## src/rtl/prm_edge_mask_engine.sv

```systemverilog
// Sum-of-products obstacle matcher: ORs per-channel term hits across the beats of an edge set into one edge mask.
// Optional per-channel hit counters are built when PRM_HIT_CNT_EN is defined.
module prm_edge_mask_engine #(
    parameter int IN_W  = 15,
    parameter int TERMS = 16,
    parameter int CH    = 4,
    localparam int IDX_W = (TERMS > 1) ? $clog2(TERMS) : 1
) (
    input  logic                 clk,
    input  logic                 rst_n,
    input  logic                 cfg_we,
    input  logic [IDX_W-1:0]     cfg_idx,
    input  logic [IN_W-1:0]      cfg_care,
    input  logic [IN_W-1:0]      cfg_val,
    input  logic                 cfg_en,
    output logic                 cfg_err,
    input  logic                 in_valid,
    output logic                 in_ready,
    input  logic [CH*IN_W-1:0]   in_word,
    input  logic                 in_last,
    output logic                 out_valid,
    input  logic                 out_ready,
    output logic [CH-1:0]        out_mask
`ifdef PRM_HIT_CNT_EN
    ,
    output logic [CH*8-1:0]      hit_cnt
`endif
);

    typedef enum logic [1:0] {
        IDLE  = 2'd0,
        ACCUM = 2'd1,
        HOLD  = 2'd2
    } state_t;

    localparam logic [IDX_W:0] TERMS_L = TERMS[IDX_W:0];

    state_t            state;
    logic [CH-1:0]     acc;
    logic [CH-1:0]     hit;
    logic [CH-1:0]     acc_nxt;
    logic              cfg_ok;
    logic              accept;

    logic [TERMS-1:0]  term_en;
    logic [IN_W-1:0]   term_care [TERMS];
    logic [IN_W-1:0]   term_val  [TERMS];

    // The table may only change while no beat can be in flight, so a set never sees a mixed table.
    assign cfg_ok   = cfg_we && (state == IDLE) && !in_valid && ({1'b0, cfg_idx} < TERMS_L);
    assign in_ready = (state != HOLD);
    assign accept   = in_valid && in_ready;
    assign acc_nxt  = ((state == ACCUM) ? acc : '0) | hit;

    always_comb begin
        hit = '0;
        for (int c = 0; c < CH; c++) begin
            for (int t = 0; t < TERMS; t++) begin
                if (term_en[t] &&
                    (((in_word[c*IN_W +: IN_W] ^ term_val[t]) & term_care[t]) == '0)) begin
                    hit[c] = 1'b1;
                end
            end
        end
    end

    always_ff @(posedge clk) begin
        if (!rst_n) begin
            term_en <= '0;
        end else if (cfg_ok) begin
            term_en[cfg_idx] <= cfg_en;
        end
    end

    // Literal storage is qualified by term_en, so it needs no reset.
    always_ff @(posedge clk) begin
        if (cfg_ok) begin
            term_care[cfg_idx] <= cfg_care;
            term_val[cfg_idx]  <= cfg_val;
        end
    end

    always_ff @(posedge clk) begin
        if (!rst_n) begin
            state     <= IDLE;
            acc       <= '0;
            out_mask  <= '0;
            out_valid <= 1'b0;
            cfg_err   <= 1'b0;
        end else begin
            cfg_err <= cfg_we && !cfg_ok;
            case (state)
                IDLE, ACCUM: begin
                    if (in_valid) begin
                        if (in_last) begin
                            out_mask  <= acc_nxt;
                            out_valid <= 1'b1;
                            acc       <= '0;
                            state     <= HOLD;
                        end else begin
                            acc   <= acc_nxt;
                            state <= ACCUM;
                        end
                    end
                end
                HOLD: begin
                    if (out_ready) begin
                        out_valid <= 1'b0;
                        acc       <= '0;
                        state     <= IDLE;
                    end
                end
                default: begin
                    state <= IDLE;
                end
            endcase
        end
    end

`ifdef PRM_HIT_CNT_EN
    logic [7:0] cnt     [CH];
    logic [7:0] cnt_nxt [CH];

    // The first beat of a set starts from zero; later beats saturate at 255.
    always_comb begin
        for (int c = 0; c < CH; c++) begin
            cnt_nxt[c] = (state == ACCUM)
                       ? cnt[c] + {7'd0, (hit[c] && (cnt[c] != 8'hff))}
                       : {7'd0, hit[c]};
        end
    end

    always_ff @(posedge clk) begin
        if (!rst_n) begin
            hit_cnt <= '0;
            for (int c = 0; c < CH; c++) begin
                cnt[c] <= 8'd0;
            end
        end else if (accept) begin
            for (int c = 0; c < CH; c++) begin
                cnt[c] <= in_last ? 8'd0 : cnt_nxt[c];
                if (in_last) begin
                    hit_cnt[c*8 +: 8] <= cnt_nxt[c];
                end
            end
        end
    end
`endif

endmodule

```

## config.mk

```make
export PLATFORM = sky130hd
export DESIGN_NAME = prm_edge_mask_engine
export DESIGN_NICKNAME = d
export VERILOG_FILES = /design/src/rtl/prm_edge_mask_engine.sv
export SDC_FILE = /design/constraint.sdc
export NUM_CORES = 1
export LEC_CHECK = 0
export CAP_MARGIN = 20
export CORE_ASPECT_RATIO = 1.4
export CORE_UTILIZATION = 55
export DETAILED_ROUTE_END_ITERATION = 10
export PLACE_DENSITY_LB_ADDON = 0.3
export SYNTH_ARGS = -nofsm -noshare
export SYNTH_HDL_FRONTEND = slang
export SYNTH_SLANG_ARGS = --single-unit
```

## constraint.sdc

```tcl
create_clock -name clk -period 4.8 [get_ports clk]
set_input_delay 0.96 -clock clk [delete_from_list [all_inputs] [get_ports clk]]
set_output_delay 0.96 -clock clk [all_outputs]
set_load 0.05 [all_outputs]
```

==> impl_metrics.xml <==
<?xml version="1.0" encoding="UTF-8"?>
<metrics>
  <group name="outcome">
    <metric name="outcome" unit="">finished clean</metric>
  </group>
  <group name="cts">
    <metric name="postCtsResizedCells" unit="">0</metric>
    <metric name="cts.sinks" unit="">508</metric>
    <metric name="maximum_buffer_depth_of_the_clock_tree" unit="">3</metric>
    <metric name="ctsHtreeMaxLevel" unit="">2</metric>
    <metric name="clock_tree_from_tritoncts" unit="">yes</metric>
    <metric name="cts.repair_timing.setup_buffer_count" unit="">0</metric>
    <metric name="clock_latency_on_the_worst_skew_pair" unit="ps">620</metric>
    <metric name="cts_stage_hold_buffer_count" unit="">0</metric>
    <metric name="root_buffer" unit="">sky130_fd_sc_hd__clkbuf_16</metric>
    <metric name="clkTransAtPathRegs" unit="ps">60</metric>
    <metric name="cts_buffers" unit="">52</metric>
  </group>
  <group name="die">
    <metric name="die_area" unit="um^2">56130</metric>
    <metric name="dieWidth" unit="um">200.5</metric>
    <metric name="floorplan.die.height" unit="um">279.9</metric>
    <metric name="placementRows" unit="">101</metric>
    <metric name="placeableCoreArea" unit="um^2">54340</metric>
    <metric name="boundaryPins" unit="">108</metric>
    <metric name="initial_utilization" unit="">0.5584</metric>
  </group>
  <group name="place">
    <metric name="numPlacedInstances" unit="">3322</metric>
    <metric name="routabilityCongestion" unit="">1.038</metric>
    <metric name="dp_hpwl" unit="um">88110</metric>
    <metric name="place.port_buffers" unit="">107</metric>
  </group>
  <group name="synth">
    <metric name="ys_async_sr_fraction" unit="">0</metric>
    <metric name="seq_area_frac_synth" unit="">0.4935</metric>
    <metric name="post_syn_area_per_cell" unit="um^2">12.25</metric>
    <metric name="synth_top_area_frac" unit="">0.4750</metric>
    <metric name="synthDominantAreaCellType" unit="">sky130_fd_sc_hd__edfxtp_1</metric>
    <metric name="ys_dominant_reg_cell" unit="">sky130_fd_sc_hd__edfxtp_1</metric>
    <metric name="yosys_register_bits" unit="">508</metric>
    <metric name="count_of_flip_flops_with_a_built_in_enable_after_synthesis" unit="">480</metric>
    <metric name="post_synth_inst_count" unit="">2478</metric>
    <metric name="synthesis.area" unit="um^2">30350</metric>
    <metric name="synthDistinctLibCells" unit="">45</metric>
    <metric name="synth_nets" unit="">2579</metric>
    <metric name="synthTopCellsByArea" unit="">sky130_fd_sc_hd__edfxtp_1 47%, sky130_fd_sc_hd__xor2_1 27%, sky130_fd_sc_hd__a22oi_1 10%</metric>
    <metric name="synthesis.yosys.warnings" unit="">0</metric>
  </group>
  <group name="setup_path">
    <metric name="sequence_of_cells_on_the_critical_path" unit="">clkdlybuf4s50_1 &gt; buf_4 &gt; xor2_1 &gt; a22oi_1 &gt; nand2_1 &gt; nor3_1 &gt; nor4_1 &gt; buf_4 &gt; and4_1 &gt; a311oi_1</metric>
    <metric name="cp_max_fo" unit="">8</metric>
    <metric name="cp_slowest_stage_delay" unit="ps">1080</metric>
    <metric name="crit_path_start_kind" unit="">primary input</metric>
    <metric name="timing_worst_setup_path_type" unit="">primary input to register</metric>
    <metric name="critPathCaptureType" unit="">register</metric>
    <metric name="critical_path.slowest_cell" unit="">sky130_fd_sc_hd__clkdlybuf4s50_1</metric>
    <metric name="crit_top_cell" unit="">sky130_fd_sc_hd__buf_4</metric>
    <metric name="worst_setup_path_startpoint" unit="">in_word[24]</metric>
    <metric name="path_buf_inv" unit="">3</metric>
    <metric name="arrival" unit="ps">4260</metric>
    <metric name="timing.critical_path.max_delay_family" unit="">buffers and inverters</metric>
    <metric name="worst_ep_required_time" unit="ps">5310</metric>
    <metric name="critical_path.reg2reg.startpoint" unit="">term_val[6][13]</metric>
  </group>
  <group name="sta">
    <metric name="achievable-frequency" unit="MHz">266.9</metric>
    <metric name="maxSlewViolCount" unit="">0</metric>
    <metric name="tightestPinTransition" unit="ps">1222</metric>
    <metric name="final.setup.tns" unit="ps">0</metric>
    <metric name="finalClockSkew" unit="ps">24.22</metric>
    <metric name="hold_violations" unit="">0</metric>
    <metric name="post-route-period-util" unit="">0.7806</metric>
    <metric name="maxSlewHeadroom" unit="">0.1829</metric>
    <metric name="timing.final.setup_violations" unit="">0</metric>
    <metric name="rsz0062_at_grt" unit="">false</metric>
    <metric name="finalCriticalPeriod" unit="ps">3747</metric>
  </group>
  <group name="route">
    <metric name="detailedRoute.firstIterationViolations" unit="">4315</metric>
    <metric name="viasPerCell" unit="">7.169</metric>
    <metric name="detail_route.drc_violations" unit="">0</metric>
    <metric name="drt_pass1_iterations" unit="">6</metric>
    <metric name="routed_wirelength_normalized_by_instance_count" unit="um">41.77</metric>
    <metric name="drt.antenna.violating_nets" unit="">0</metric>
    <metric name="num_vias" unit="">24540</metric>
    <metric name="routed_wl" unit="um">143000</metric>
  </group>
  <group name="power_and_ir_drop">
    <metric name="pwr_density_cell" unit="nW/um^2">310.5</metric>
    <metric name="power_switching_share" unit="">0.2704</metric>
    <metric name="ir_drop" unit="mV">0.2865</metric>
    <metric name="power_switching" unit="W">0.002850</metric>
    <metric name="static-leakage-power" unit="nW">12.39</metric>
    <metric name="sequentialPowerShare" unit="">0.467</metric>
    <metric name="intPower" unit="W">0.007690</metric>
    <metric name="pwr-share-clk" unit="">0.399</metric>
    <metric name="power.share.combinational" unit="">0.134</metric>
  </group>
  <group name="flow_run">
    <metric name="max_cap_viol_count" unit="">0</metric>
  </group>
  <group name="final_layout">
    <metric name="number_of_nets_in_the_final_layout" unit="">2756</metric>
    <metric name="fillCellCount" unit="">4369</metric>
    <metric name="multi_input_comb_area" unit="um^2">14140</metric>
    <metric name="finalNonFillerCells" unit="">3423</metric>
    <metric name="area.sequential" unit="um^2">14970</metric>
    <metric name="layout_area_growth_over_synthesis" unit="%">11.85</metric>
    <metric name="post_route_cells_drive_above_1_share" unit="">0.1042</metric>
  </group>
  <group name="global_route">
    <metric name="first_pass_grt_wire_length" unit="um">191900</metric>
    <metric name="grt_max_degree" unit="">32</metric>
    <metric name="number_of_antenna_violations_at_the_first_check_in_global_routing" unit="">13</metric>
    <metric name="grtUsageTotal" unit="">0.5052</metric>
    <metric name="overflow" unit="">0</metric>
    <metric name="grt_pass1_vias" unit="">23660</metric>
  </group>
  <group name="worst_hold_path">
    <metric name="min_from" unit="">acc[1]</metric>
    <metric name="worstHoldPathType" unit="">register to register</metric>
  </group>
</metrics>
[path summary, 6_finish.rpt]
kind	endpoint	slack [ps]	cells after the start
setup reg to reg	acc[1]	1940	8
hold reg to reg	acc[1]	510	2
setup / recovery	acc[1]	1050	10
hold / removal	acc[1]	510	2
[through the flow]
| stage | instance area (um^2) | hold WS [ps] | setup slack [ps] | utilization | power, W |
|---|---|---|---|---|---|
| floorplan | 30350 | 473.1 | 687.1 | - | 0.005691 |
| global placement | 32170 | 496.0 | 705.4 | 0.5921 | 0.006336 |
| detailed placement | 32200 | 500.6 | 681.8 | 0.5926 | 0.006343 |
| CTS | 33930 | 508.9 | 1297 | 0.6244 | 0.01046 |
| global route | 33940 | 532.0 | 1156 | 0.6245 | 0.01066 |
| finish | 33940 | 511.3 | 1053 | 0.6246 | 0.01054 |
[worst register-to-register path, delay by kind of cell, from the launching register on]
kind,cells,cell delay (ps)
buffers and inverters,1,190
flip-flops,1,530
AO/OA/AOI/OAI,2,430
AND/OR/NAND/NOR,4,1390
XOR/XNOR,1,220
[power by group through the flow]
stage,sequential [W],combinational (W),clock [W]
floorplan,0.00501,0.000680,0
global placement,0.00501,0.00132,0
detailed placement,0.00501,0.00133,0
CTS,0.00492,0.00134,0.00421
global route,0.00492,0.00140,0.00434
finish,0.00492,0.00141,0.00421
[registers in the layout, summed over array words and instances, names as in the netlist]
| name | flops |
|---|---|
| term_care | 240 |
| term_val | 240 |
| term_en | 16 |
| acc | 4 |
| out_mask | 4 |
| state | 2 |
| cfg_err | 1 |
| out_valid | 1 |
[layout by cell type (no fill, tap or decap), drive strengths merged, types with 4 or more instances in the layout]
cell / synthesis / routed
o21ai: 19 / 19
xor2: 959 / 959
dfxtp: 28 / 28
a221oi: 14 / 14
buf: 121 / 167
a22o: 13 / 13
nor4: 11 / 11
inv: 3 / 4
a21oi: 21 / 21
a22oi: 421 / 421
nand3: 49 / 49
nor3: 59 / 59
clkdlybuf4s50: 0 / 81
nand2: 128 / 128
edfxtp: 480 / 480
nand4: 80 / 80
clkinv: 0 / 11
mux2i: 5 / 5
clkinvlp: 0 / 4
clkbuf: 4 / 76
diode: 0 / 5
bufinv: 0 / 4
a21boi: 4 / 4
nor2: 35 / 35
[layer usage]
| metal | part of all wire | global-route usage | vias up |
|---|---|---|---|
| met2 | 0.42 | 0.7426 | 2318 |
| met1 | 0.33 | 0.6106 | 11970 |
| met5 | 0.000084 | 0 | - |
| met4 | 0.11 | 0.4631 | 2 |
| met3 | 0.14 | 0.1280 | 739 |
| li1 | - | - | 9513 |
[area by class of cell]
cell class / instances / area share
Sequential cell: 508 / 0.4412
Multi-Input combinational cell: 1842 / 0.4167
Clock buffer: 76 / 0.04460
Timing Repair Buffer: 248 / 0.06392
Inverter: 3 / 0.0003318
Tap cell: 721 / 0.02658
Antenna cell: 5 / 0.0003686
Clock inverter: 20 / 0.006303
[logic make-up (layout without fill, tap and decap cells)]
group / count (synthesis) / in the layout / synth area share
AND/OR/NAND/NOR: 375 / 375 / 0.06049
AO/OA/AOI/OAI: 502 / 502 / 0.1232
other: 0 / 5 / 0
buffers and inverters: 128 / 347 / 0.04189
multiplexers: 5 / 5 / 0.001649
flip-flops: 508 / 508 / 0.4935
XOR/XNOR: 960 / 960 / 0.2793
[synth_stat cells (5+ instances only)]
cell,instances
sky130_fd_sc_hd__xor2_1,950
sky130_fd_sc_hd__nor4_1,10
sky130_fd_sc_hd__o21ai_0,18
sky130_fd_sc_hd__nor2_1,35
sky130_fd_sc_hd__dfxtp_1,28
sky130_fd_sc_hd__buf_4,25
sky130_fd_sc_hd__buf_12,11
sky130_fd_sc_hd__a22o_1,13
sky130_fd_sc_hd__xor2_2,9
sky130_fd_sc_hd__nand2_1,128
sky130_fd_sc_hd__nand3_1,49
sky130_fd_sc_hd__buf_2,21
sky130_fd_sc_hd__nand4_1,80
sky130_fd_sc_hd__edfxtp_1,480
sky130_fd_sc_hd__a21oi_1,21
sky130_fd_sc_hd__a22oi_1,421
sky130_fd_sc_hd__a221oi_1,10
sky130_fd_sc_hd__buf_6,61
sky130_fd_sc_hd__mux2i_1,5
sky130_fd_sc_hd__nor3_1,57
(Power assumes the default switching activity.)
